[config.mk]
export PLATFORM = sky130hd
export DESIGN_NAME = mesi_emissor_receptor_flat
export DESIGN_NICKNAME = d
export VERILOG_FILES = /design/src/rtl/mesi_emissor_receptor_pkg.sv /design/src/rtl/mesi_emissor_receptor_if.sv /design/src/rtl/mesi_emissor_receptor_emissor.sv /design/src/rtl/mesi_emissor_receptor_receptor.sv /design/src/rtl/mesi_emissor_receptor.sv /design/src/flat_wrapper.sv
export SDC_FILE = /design/constraint.sdc
export NUM_CORES = 1
export LEC_CHECK = 0
export BUFFER_PORTS_ARGS = -buffer_cell sky130_fd_sc_hd__buf_2
export CAP_MARGIN = 20
export CORE_AREA = 2 2 39 41
export CTS_BUF_LIST = sky130_fd_sc_hd__clkbuf_4 sky130_fd_sc_hd__clkbuf_8 sky130_fd_sc_hd__clkbuf_16
export DETAILED_ROUTE_END_ITERATION = 12
export DIE_AREA = 0 0 41 43
export SYNTH_ARGS = -nofsm -noshare
export SYNTH_HDL_FRONTEND = slang
export SYNTH_HIERARCHICAL = 1
export SYNTH_SLANG_ARGS = --single-unit
[constraint.sdc]
create_clock -name clock -period 1.57 [get_ports clock]
set_input_delay 0.157 -clock clock [delete_from_list [all_inputs] [get_ports clock]]
set_output_delay 0.157 -clock clock [all_outputs]
set_load 0.02 [all_outputs]
[src/rtl/mesi_emissor_receptor_pkg.sv]
// Shared MESI encodings: line states, processor events and coherence bus messages.
package mesi_pkg;

    typedef enum logic [1:0] {
        ST_M = 2'b00,
        ST_E = 2'b01,
        ST_S = 2'b10,
        ST_I = 2'b11
    } mesi_state_t;

    typedef enum logic [1:0] {
        RH = 2'b00,
        RM = 2'b01,
        WH = 2'b10,
        WM = 2'b11
    } proc_event_t;

    typedef enum logic [1:0] {
        BUS_NONE = 2'b00,
        BUS_RD   = 2'b01,
        BUS_RDX  = 2'b10,
        BUS_INV  = 2'b11
    } bus_msg_t;

endpackage

[src/rtl/mesi_emissor_receptor_if.sv]
// Emitter/receiver signal bundle between the L1 state array, the coherence bus and the MESI logic.
interface mesi_emissor_receptor_if;

    logic       em_valid;
    logic [1:0] em_estado_in;
    logic [1:0] em_msg_in;
    logic       em_shared;
    logic [1:0] em_estado_out;
    logic [1:0] em_msg_out;
    logic       em_wb;
    logic       em_done;

    logic       rc_valid;
    logic [1:0] rc_estado_in;
    logic [1:0] rc_msg_in;
    logic [1:0] rc_estado_out;
    logic       rc_wb;
    logic       rc_abt_mem_acs;
    logic       rc_done;

    modport master (
        output em_valid, em_estado_in, em_msg_in, em_shared,
        input  em_estado_out, em_msg_out, em_wb, em_done,
        output rc_valid, rc_estado_in, rc_msg_in,
        input  rc_estado_out, rc_wb, rc_abt_mem_acs, rc_done
    );

    modport slave (
        input  em_valid, em_estado_in, em_msg_in, em_shared,
        output em_estado_out, em_msg_out, em_wb, em_done,
        input  rc_valid, rc_estado_in, rc_msg_in,
        output rc_estado_out, rc_wb, rc_abt_mem_acs, rc_done
    );

endinterface

[src/rtl/mesi_emissor_receptor_emissor.sv]
// Processor-side MESI emitter: next state, bus message and victim write-back, registered.
module mesi_emissor
    import mesi_pkg::*;
(
    input  logic       clock,
    input  logic       reset,
    input  logic       em_valid_i,
    input  logic [1:0] em_estado_i,
    input  logic [1:0] em_msg_i,
    input  logic       em_shared_i,
    output logic [1:0] em_estado_o,
    output logic [1:0] em_msg_o,
    output logic       em_wb_o,
    output logic       em_done_o
);

    mesi_state_t estado_q, estado_d;
    bus_msg_t    msg_q, msg_d;
    logic        wb_q, wb_d;
    logic        done_q, done_d;

    mesi_state_t cur;
    proc_event_t ev;

    always_comb begin
        cur      = mesi_state_t'(em_estado_i);
        ev       = proc_event_t'(em_msg_i);
        estado_d = estado_q;
        msg_d    = BUS_NONE;
        wb_d     = 1'b0;
        done_d   = em_valid_i;

        if (em_valid_i) begin
            // An invalid line cannot hit: hits are promoted to the matching miss.
            if (cur == ST_I) begin
                if (ev == RH) ev = RM;
                if (ev == WH) ev = WM;
            end
            unique case (ev)
                RH: estado_d = cur;
                WH: begin
                    estado_d = ST_M;
                    msg_d    = (cur == ST_S) ? BUS_INV : BUS_NONE;
                end
                RM: begin
                    estado_d = em_shared_i ? ST_S : ST_E;
                    msg_d    = BUS_RD;
                    wb_d     = (cur == ST_M);
                end
                WM: begin
                    estado_d = ST_M;
                    msg_d    = BUS_RDX;
                    wb_d     = (cur == ST_M);
                end
                default: estado_d = estado_q;
            endcase
        end
    end

    always_ff @(posedge clock) begin
        if (reset) begin
            estado_q <= ST_I;
            msg_q    <= BUS_NONE;
            wb_q     <= 1'b0;
            done_q   <= 1'b0;
        end else begin
            estado_q <= estado_d;
            msg_q    <= msg_d;
            wb_q     <= wb_d;
            done_q   <= done_d;
        end
    end

    assign em_estado_o = estado_q;
    assign em_msg_o    = msg_q;
    assign em_wb_o     = wb_q;
    assign em_done_o   = done_q;

endmodule

[src/rtl/mesi_emissor_receptor_receptor.sv]
// Snoop-side MESI receiver: next state, write-back and memory-abort, registered.
module mesi_receptor
    import mesi_pkg::*;
(
    input  logic       clock,
    input  logic       reset,
    input  logic       rc_valid_i,
    input  logic [1:0] rc_estado_i,
    input  logic [1:0] rc_msg_i,
    output logic [1:0] rc_estado_o,
    output logic       rc_wb_o,
    output logic       rc_abt_o,
    output logic       rc_done_o
);

    mesi_state_t estado_q, estado_d;
    logic        wb_q, wb_d;
    logic        abt_q, abt_d;
    logic        done_q, done_d;

    mesi_state_t cur;
    bus_msg_t    msg;

    always_comb begin
        cur      = mesi_state_t'(rc_estado_i);
        msg      = bus_msg_t'(rc_msg_i);
        estado_d = estado_q;
        wb_d     = 1'b0;
        abt_d    = 1'b0;
        done_d   = rc_valid_i;

        if (rc_valid_i) begin
            if (msg == BUS_NONE) begin
                estado_d = cur;
            end else begin
                estado_d = (msg == BUS_RD && cur != ST_I) ? ST_S : ST_I;
                // A modified line supplies data on reads; an Invalidate against M is illegal, so flush without aborting memory.
                if (cur == ST_M) begin
                    wb_d  = 1'b1;
                    abt_d = (msg != BUS_INV);
                end
            end
        end
    end

    always_ff @(posedge clock) begin
        if (reset) begin
            estado_q <= ST_I;
            wb_q     <= 1'b0;
            abt_q    <= 1'b0;
            done_q   <= 1'b0;
        end else begin
            estado_q <= estado_d;
            wb_q     <= wb_d;
            abt_q    <= abt_d;
            done_q   <= done_d;
        end
    end

    assign rc_estado_o = estado_q;
    assign rc_wb_o     = wb_q;
    assign rc_abt_o    = abt_q;
    assign rc_done_o   = done_q;

endmodule

[src/rtl/mesi_emissor_receptor.sv]
// MESI coherence logic for one L1 line slot: independent emitter and receiver halves.
module mesi_emissor_receptor
    import mesi_pkg::*;
(
    input  logic                         clock,
    input  logic                         reset,
    mesi_emissor_receptor_if.slave       bus
);

    mesi_emissor u_emissor (
        .clock       (clock),
        .reset       (reset),
        .em_valid_i  (bus.em_valid),
        .em_estado_i (bus.em_estado_in),
        .em_msg_i    (bus.em_msg_in),
        .em_shared_i (bus.em_shared),
        .em_estado_o (bus.em_estado_out),
        .em_msg_o    (bus.em_msg_out),
        .em_wb_o     (bus.em_wb),
        .em_done_o   (bus.em_done)
    );

    mesi_receptor u_receptor (
        .clock       (clock),
        .reset       (reset),
        .rc_valid_i  (bus.rc_valid),
        .rc_estado_i (bus.rc_estado_in),
        .rc_msg_i    (bus.rc_msg_in),
        .rc_estado_o (bus.rc_estado_out),
        .rc_wb_o     (bus.rc_wb),
        .rc_abt_o    (bus.rc_abt_mem_acs),
        .rc_done_o   (bus.rc_done)
    );

endmodule

[src/flat_wrapper.sv]
// flat-port wrapper written by rule: the top's interface ports become plain ports
module mesi_emissor_receptor_flat import mesi_pkg::*;
  (clock, reset, bus_em_valid, bus_em_estado_in, bus_em_msg_in, bus_em_shared, bus_em_estado_out, bus_em_msg_out, bus_em_wb, bus_em_done, bus_rc_valid, bus_rc_estado_in, bus_rc_msg_in, bus_rc_estado_out, bus_rc_wb, bus_rc_abt_mem_acs, bus_rc_done);
  mesi_emissor_receptor_if bus_i ();
  input  logic clock;
  input  logic reset;
  input wire logic [$bits(bus_i.em_valid)-1:0] bus_em_valid;
  input wire logic [$bits(bus_i.em_estado_in)-1:0] bus_em_estado_in;
  input wire logic [$bits(bus_i.em_msg_in)-1:0] bus_em_msg_in;
  input wire logic [$bits(bus_i.em_shared)-1:0] bus_em_shared;
  output wire logic [$bits(bus_i.em_estado_out)-1:0] bus_em_estado_out;
  output wire logic [$bits(bus_i.em_msg_out)-1:0] bus_em_msg_out;
  output wire logic [$bits(bus_i.em_wb)-1:0] bus_em_wb;
  output wire logic [$bits(bus_i.em_done)-1:0] bus_em_done;
  input wire logic [$bits(bus_i.rc_valid)-1:0] bus_rc_valid;
  input wire logic [$bits(bus_i.rc_estado_in)-1:0] bus_rc_estado_in;
  input wire logic [$bits(bus_i.rc_msg_in)-1:0] bus_rc_msg_in;
  output wire logic [$bits(bus_i.rc_estado_out)-1:0] bus_rc_estado_out;
  output wire logic [$bits(bus_i.rc_wb)-1:0] bus_rc_wb;
  output wire logic [$bits(bus_i.rc_abt_mem_acs)-1:0] bus_rc_abt_mem_acs;
  output wire logic [$bits(bus_i.rc_done)-1:0] bus_rc_done;
  assign bus_i.em_valid = bus_em_valid;
  assign bus_i.em_estado_in = bus_em_estado_in;
  assign bus_i.em_msg_in = bus_em_msg_in;
  assign bus_i.em_shared = bus_em_shared;
  assign bus_em_estado_out = bus_i.em_estado_out;
  assign bus_em_msg_out = bus_i.em_msg_out;
  assign bus_em_wb = bus_i.em_wb;
  assign bus_em_done = bus_i.em_done;
  assign bus_i.rc_valid = bus_rc_valid;
  assign bus_i.rc_estado_in = bus_rc_estado_in;
  assign bus_i.rc_msg_in = bus_rc_msg_in;
  assign bus_rc_estado_out = bus_i.rc_estado_out;
  assign bus_rc_wb = bus_i.rc_wb;
  assign bus_rc_abt_mem_acs = bus_i.rc_abt_mem_acs;
  assign bus_rc_done = bus_i.rc_done;
  mesi_emissor_receptor u_core (.clock(clock), .reset(reset), .bus(bus_i));
endmodule
# After elaboration in Yosys (flattened, before gate mapping)
# Cells that the tools add are included.
word_totals:
  output_inout_bits: 11
  mem_count: 0
  ram_bits: 0
  regBits: 11
  mem_bits_ro: 0
  in_bits: 13
  latchBits: 0
  elab_cells: 46
classes:
  n_reduce_logical: 12
  div: 0
  n_shift: 0
  n_eq_ne: 9
  magnitude_cmp: 0
  multipliers: 0
  n_bitwise: 4
  mux: 13
  add_sub_neg: 0
op_table:
  columns: ["operator", "count"]
  rows:
  - ["$mux 2", 9]
  - ["$pmux 2 s3", 2]
  - ["$eq 2x2->1 const B", 5]
  - ["$logic_not 2->1", 5]
  - ["$reduce_or 2->1", 3]
  - ["$reduce_or 3->1", 2]
  - ["$eq 2x1->1 const B", 2]
  - ["$ne 2x2->1 const B", 2]
  - ["$not 1->1", 4]
  - ["$reduce_or 4->1", 1]
  - ["$mux 1", 2]
  - ["$logic_and 1x1->1", 1]

# Depth between registers and ports, before layout
# Gate-level depths: netlist of run 1.
depth:
  depth_word: 12
  ltp_mapped: 3

# By module
# Netlist of run 1, hierarchy kept.
modules_own_cells:
  columns: ["module", "cells_per_inst", "instances", "area_per_inst_um2", "seq_area_each_um2"]
  rows:
  - ["mesi_emissor", 22, 1, 232.7, 120.1]
  - ["mesi_receptor", 21, 1, 186.4, 100.1]

# Least setup slack after synthesis of run 1
# Ideal clock, no wire load.
synth_path:
  kind: "reg-to-reg"
  start: "register u_core/u_emissor/em_estado_o[0] (netlist name)"
  end: "register u_core.u_emissor.estado_q[0] (netlist: u_core/u_emissor/em_estado_o[0])"
  arrival_ns: 0.787
  path_stages_with_launch: 3
  period_less_slack_ns: 0.909
  slack_ns: 0.661
  t_required_ns: 1.448
  cell_sequence: "dfxtp_1 nor2b_1 a311o_1"
synth_rtl:
  columns: ["element", "line", "text"]
  rows:
  - ["to (signal assigned)", "mesi_emissor_receptor_emissor.sv:67", "estado_q <= estado_d;"]
  - ["to (decl)", "mesi_emissor_receptor_emissor.sv:17", "mesi_state_t estado_q, estado_d;"]

# Worst setup path in the final report of run 1
layout_path:
  start: "register u_core.u_receptor.estado_q[1] (netlist: u_core/u_receptor/rc_estado_o[1])"
  end: "output port bus_rc_estado_out[1]"
layout_rtl:
  columns: ["element", "line", "text"]
  rows:
  - ["from (decl)", "mesi_emissor_receptor_receptor.sv:16", "mesi_state_t estado_q, estado_d;"]
  - ["from (signal assigned)", "mesi_emissor_receptor_receptor.sv:53", "estado_q <= estado_d;"]
  - ["to (decl)", "flat_wrapper.sv:18", "output wire logic [$bits(bus_i.rc_estado_out)-1:0] bus_rc_estado_out;"]
# No word-level cell between the ends.

==> run summary, run 1 <==
worst min-delay path class = in2reg
Max Clock Freq = 1090 MHz
CP bufs+invs = 1
GRT Resource Usage Total = 12.3%
RSZ-0062 raised after global routing = no
Post-CTS Setup Repair Bufs = 0
P&R area growth vs syn = 39.4%
Ys Warns = 6
Final Cell Area = 584 µm²
die height = 43 µm
Vias = 383
first-pass GRT wire length = 1340 µm
FF/Latch Area = 220 µm²
crit path launch type = flip-flop
vias per std cell = 4.45
clock slew at reported path FFs = 0.07 ns
layout cell share with drive strength beyond 1 = 41.4%
met2 GRT Util = 17.5%
leakage power = 0.272 nW
post-synth top area share = 52.5%
gpl congestion = 0.709
synth unique cells = 21
Final Skew = 0 ns
busiest grt layer = met2
routed wire length = 906 µm
filler instances = 142
Sw Share = 25.0%
top cells by count, synth = dfxtp_1, nor2_1, a21oi_1, nor2b_1
final setup margin = 0.652 ns
WS Path Type = reg2out
Die Footprint = 1760 µm²
initial antenna violation count = 0
met3 usage = 4.19%
initial core utilization = 30.3%
met1 Use GR = 12.1%
Iter 0 DRT Violations = 9
synthesized area per cell = 9.75 µm²
global route overflow = 0
largest net degree at the start of global routing = 9
Resize count post-CTS = 0
vias in the first global route = 341
Seq/Total Area, Yosys = 52.5%
remaining antenna violation count after routing = 0
Ant. Diodes = 0
cell row count = 14
Die X = 41 µm
Setup TNS Final = 0 ns
maximum vdd drop = 0.366 mV
Worst Path Required = 1.41 ns
CTS sink cnt = 11
Total Power = 0.591 mW
Comb pwr share = 14.4%
routed len/inst = 10.5 µm
Top FF cell, synth = dfxtp_1
Root Driver = clkbuf_4
largest stage delay on the critical path = 0.34 ns
CTS H-Tree Depth = 1
syn nets = 56
number of enable flip-flop cells after synthesis = 0
Slew Viols, Final = 0
max_cap viols = 0
final period demand of the worst path = 0.918 ns
IO Pins = 24
cell class contributing the biggest share of worst-path delay = flip-flops
pwr dens = 1010 nW/µm²
Total Nets Final = 84
Gate Count Post-Synth = 43
most numerous cell in the Yosys netlist = dfxtp_1
fin crit share = 58.5%
Switch Pwr = 0.148 mW
Multi-input gate area = 191 µm²
Worst slew margin = 83.7%
Place WS = 0.614 ns
cts hold-fix bufs = 0
ys async rst share = 0%
PortBufs = 23
latest clock arrival within the worst-skew pair = 0.26 ns
drt drc = 0
drt pass-1 iters = 4
Hold Vio Cnt, Final = 0
critical-path cell list = buf_2
final setup fails = 0
Synth Cell Area = 419 µm²
internal power = 0.443 mW
CP Max Fanout = 2
top post-synthesis cells by area = dfxtp_1, a311o_1, nor2_1
Max stage delay cell, worst path = dfxtp_1
CTS tree = done
Worst EP arrival = 0.76 ns
status = finished clean
sequential power share = 49.8%
HPWL reported at the end of detailed placement = 683 µm
Clock power frac = 35.8%
nature of the critical path endpoint = output pin
core area = 1380 µm²
Yosys top cell by area = dfxtp_1
Synth Register Bits = 11
Placement Cell Area = 554 µm²
CTS max path bufs = 2
Num CTS Buffers = 3
slew at the pin with the worst max-slew slack = 0.241 ns
==> logic make-up after synthesis <==
| group | synth area share, % |
|---|---|
| compound gates | 14.6 |
| xor+xnor | 2.09 |
| simple gates | 29.0 |
| buf+inv | 1.79 |
| flops | 52.5 |
==> power by group through the flow <==
stage	Clock (mW)	Combinational [mW]	Sequential, mW
floorplan	0	0.0270	0.317
finish	0.211	0.0853	0.294
global route	0.228	0.0941	0.296
detailed placement	0	0.0856	0.301
CTS	0.216	0.0861	0.295
global placement	0	0.0846	0.301
==> registers in the layout (all words and copies together) (netlist names) <==
| signal | cells |
|---|---|
| u_core/u_receptor/rc_done_o | 1 |
| u_core/u_receptor/rc_abt_o | 1 |
| u_core/u_emissor/em_msg_o | 2 |
| u_core/u_receptor/rc_wb_o | 1 |
| u_core/u_receptor/rc_estado_o | 2 |
| u_core/u_emissor/em_estado_o | 2 |
| u_core/u_emissor/em_done_o | 1 |
| u_core/u_emissor/em_wb_o | 1 |
==> metrics by stage <==
stage | instances | hold slack [ns] | util, %
floorplan | 43 | 0.234 | -
global placement | 82 | 0.371 | 40.1
detailed placement | 82 | 0.376 | 40.1
CTS | 86 | 0.0949 | 42.2
global route | 86 | 0.0986 | 42.2
finish | 86 | 0.100 | 42.2
==> cell usage in the layout, fill, tap and decap left out, drive strengths merged <==
cell type,n
a21oi,3
a311o,2
and2b,1
and3,1
buf,23
clkbuf,4
dfxtp,11
inv,2
nand2,1
nand2b,1
nand4b,1
nor2,5
nor2b,3
nor3,2
nor3b,1
nor4b,1
o21ai,2
o21bai,1
o32ai,1
or2,3
xnor2,1
==> path summary, 6_finish.rpt <==
| path | end | cells after the start | slack [ns] | startpoint |
|---|---|---|---|---|
| max | bus_rc_estado_out[1] | 1 | 0.65 | u_core/u_receptor/rc_estado_o[1]$_SDFFE_PP1P_ |
| min | u_core/u_emissor/em_wb_o$_SDFF_PP0_ | 2 | 0.10 | bus_em_estado_in[0] |
| max reg2reg | u_core/u_emissor/em_estado_o[0]$_SDFFE_PP1P_ | 2 | 0.73 | u_core/u_emissor/em_estado_o[0]$_SDFFE_PP1P_ |
| min reg2reg | u_core/u_receptor/rc_estado_o[0]$_SDFFE_PP1P_ | 2 | 0.53 | u_core/u_receptor/rc_estado_o[0]$_SDFFE_PP1P_ |
==> metal layers <==
layer	vias up	wire length, µm
li1	206	-
met2	13	418
met4	0	29
met3	2	75
met1	162	383
met5	-	0
==> area by class of cell <==
type,instances,share of cell area (%)
multi-input cells,30,32.8
flip-flops and latches,11,37.7
inverters,2,1.28
well taps,16,3.43
clock buffers,4,5.14
repair buffers,23,19.7
No activity file was read; power rests on OpenSTA's default activity.
==> run 2, diff against run 1 <==
clock period = 0.9 ns   (was 1.57 ns; I/O delays follow)
==> run summary, run 2 (same netlist as run 1, synthesis figures left out) <==
final setup fails = 0
Worst EP arrival = 1.00 ns
sequential power share = 50.2%
Total Power = 1.03 mW
pwr dens = 1750 nW/µm²
Setup TNS Final = 0 ns
remaining antenna violation count after routing = 0
most frequent cells in the layout = buf_2, dfxtp_1, nor2_1, clkbuf_4
latest clock arrival within the worst-skew pair = 0.26 ns
internal power = 0.774 mW
commonest non-fill, non-tap cell in the layout = buf_2
layout cell share with drive strength beyond 1 = 44.3%
Sw Share = 24.6%
Num CTS Buffers = 3
Total Nets Final = 84
Comb pwr share = 14.4%
core area = 1380 µm²
CTS H-Tree Depth = 1
final period demand of the worst path = 0.851 ns
leakage power = 0.272 nW
Slew Viols, Final = 0
cell class contributing the biggest share of worst-path delay = flip-flops
largest net degree at the start of global routing = 9
maximum vdd drop = 0.754 mV
RSZ-0062 raised after global routing = no
CTS max path bufs = 2
Worst Path Required = 1.05 ns
PortBufs = 23
initial core utilization = 30.3%
first-pass GRT wire length = 1260 µm
largest stage delay on the critical path = 0.32 ns
routed wire length = 844 µm
Die X = 41 µm
CP Max Fanout = 2
drt drc = 0
CTS sink cnt = 11
P&R area growth vs syn = 40.0%
routed len/inst = 9.81 µm
Final Skew = 0 ns
Post-CTS Setup Repair Bufs = 0
status = finished clean
vias in the first global route = 312
IO Pins = 24
global route overflow = 0
crit path launch type = flip-flop
vias per std cell = 4.44
fin crit share = 94.6%
slew at the pin with the worst max-slew slack = 0.232 ns
Hold Vio Cnt, Final = 0
drt pass-1 iters = 2
GRT Resource Usage Total = 10.8%
max_cap viols = 0
CP bufs+invs = 0
Switch Pwr = 0.252 mW
Max stage delay cell, worst path = dfxtp_2
Root Driver = clkbuf_4
critical-path cell list = nor2b_1, a311o_1
cell row count = 14
Clock power frac = 35.4%
Vias = 382
nature of the critical path endpoint = flip-flop
die height = 43 µm
Worst slew margin = 84.3%
gpl congestion = 0.736
HPWL reported at the end of detailed placement = 670 µm
Die Footprint = 1760 µm²
Ant. Diodes = 0
clock slew at reported path FFs = 0.07 ns
worst min-delay path class = in2reg
CTS tree = done
initial antenna violation count = 0
WS Path Type = reg2reg
Resize count post-CTS = 0
Iter 0 DRT Violations = 3
Max Clock Freq = 1170 MHz
cts hold-fix bufs = 0
run 2: layout make-up:
| class | count | area (µm²) |
|---|---|---|
| Timing Repair Buffer | 23 | 115 |
| Tap cell | 16 | 20.0 |
| Multi-Input combinational cell | 30 | 191 |
| Fill cell | 144 | 797 |
| Clock buffer | 4 | 30.0 |
| Inverter | 2 | 7.51 |
| Sequential cell | 11 | 223 |
run 2: worst reg2reg max path: cells and delay by family (launching register included):
kind	cells	cell delay (ns)
compound gates	1	0.30
flops	1	0.32
simple gates	1	0.12
run 2: path summary, 6_finish.rpt:
kind / startpoint / endpoint / depth (start not counted) / slack, ns
worst max-delay path: u_core/u_emissor/em_estado_o[1]$_SDFFE_PP1P_ / u_core/u_emissor/em_estado_o[1]$_SDFFE_PP1P_ / 2 / 0.05
worst min register to register: u_core/u_receptor/rc_estado_o[0]$_SDFFE_PP1P_ / u_core/u_receptor/rc_estado_o[0]$_SDFFE_PP1P_ / 2 / 0.52
worst max register to register: u_core/u_emissor/em_estado_o[1]$_SDFFE_PP1P_ / u_core/u_emissor/em_estado_o[1]$_SDFFE_PP1P_ / 2 / 0.05
worst min-delay path: bus_em_estado_in[0] / u_core/u_emissor/em_wb_o$_SDFF_PP0_ / 2 / 0.03
run 2: through the flow:
| stage | std cells | instance area [µm²] | util (%) | worst slack (ns) | hold slack [ns] |
|---|---|---|---|---|---|
| 4_1_cts | 86 | 587 | 42.4 | 0.0459 | 0.0267 |
| 3_5_place_dp | 82 | 557 | 40.2 | 0.0107 | 0.306 |
| 2_1_floorplan | 43 | 422 | - | 0.0234 | 0.167 |
| 3_3_place_gp | 82 | 557 | 40.2 | 0.0238 | 0.306 |
| 5_1_grt | 86 | 587 | 42.4 | 0.00996 | 0.0504 |
| 6_report | 86 | 587 | 42.4 | 0.0488 | 0.0336 |
run 2: layer usage:
layer,track usage (%),vias up,part of all wire (%)
met5,0,-,0
met3,3.66,2,7.3
met1,14.3,161,49
met4,8.00,0,2.3
li1,-,206,-
met2,13.8,13,41
run 2: power by group through the flow:
stage          clock network [mW]  logic [mW]  registers (mW)
3_5_place_dp                    0       0.149           0.527
2_1_floorplan                   0      0.0472           0.555
4_1_cts                     0.374       0.150           0.515
5_1_grt                     0.397       0.164           0.518
6_report                    0.363       0.148           0.515
3_3_place_gp                    0       0.148           0.527
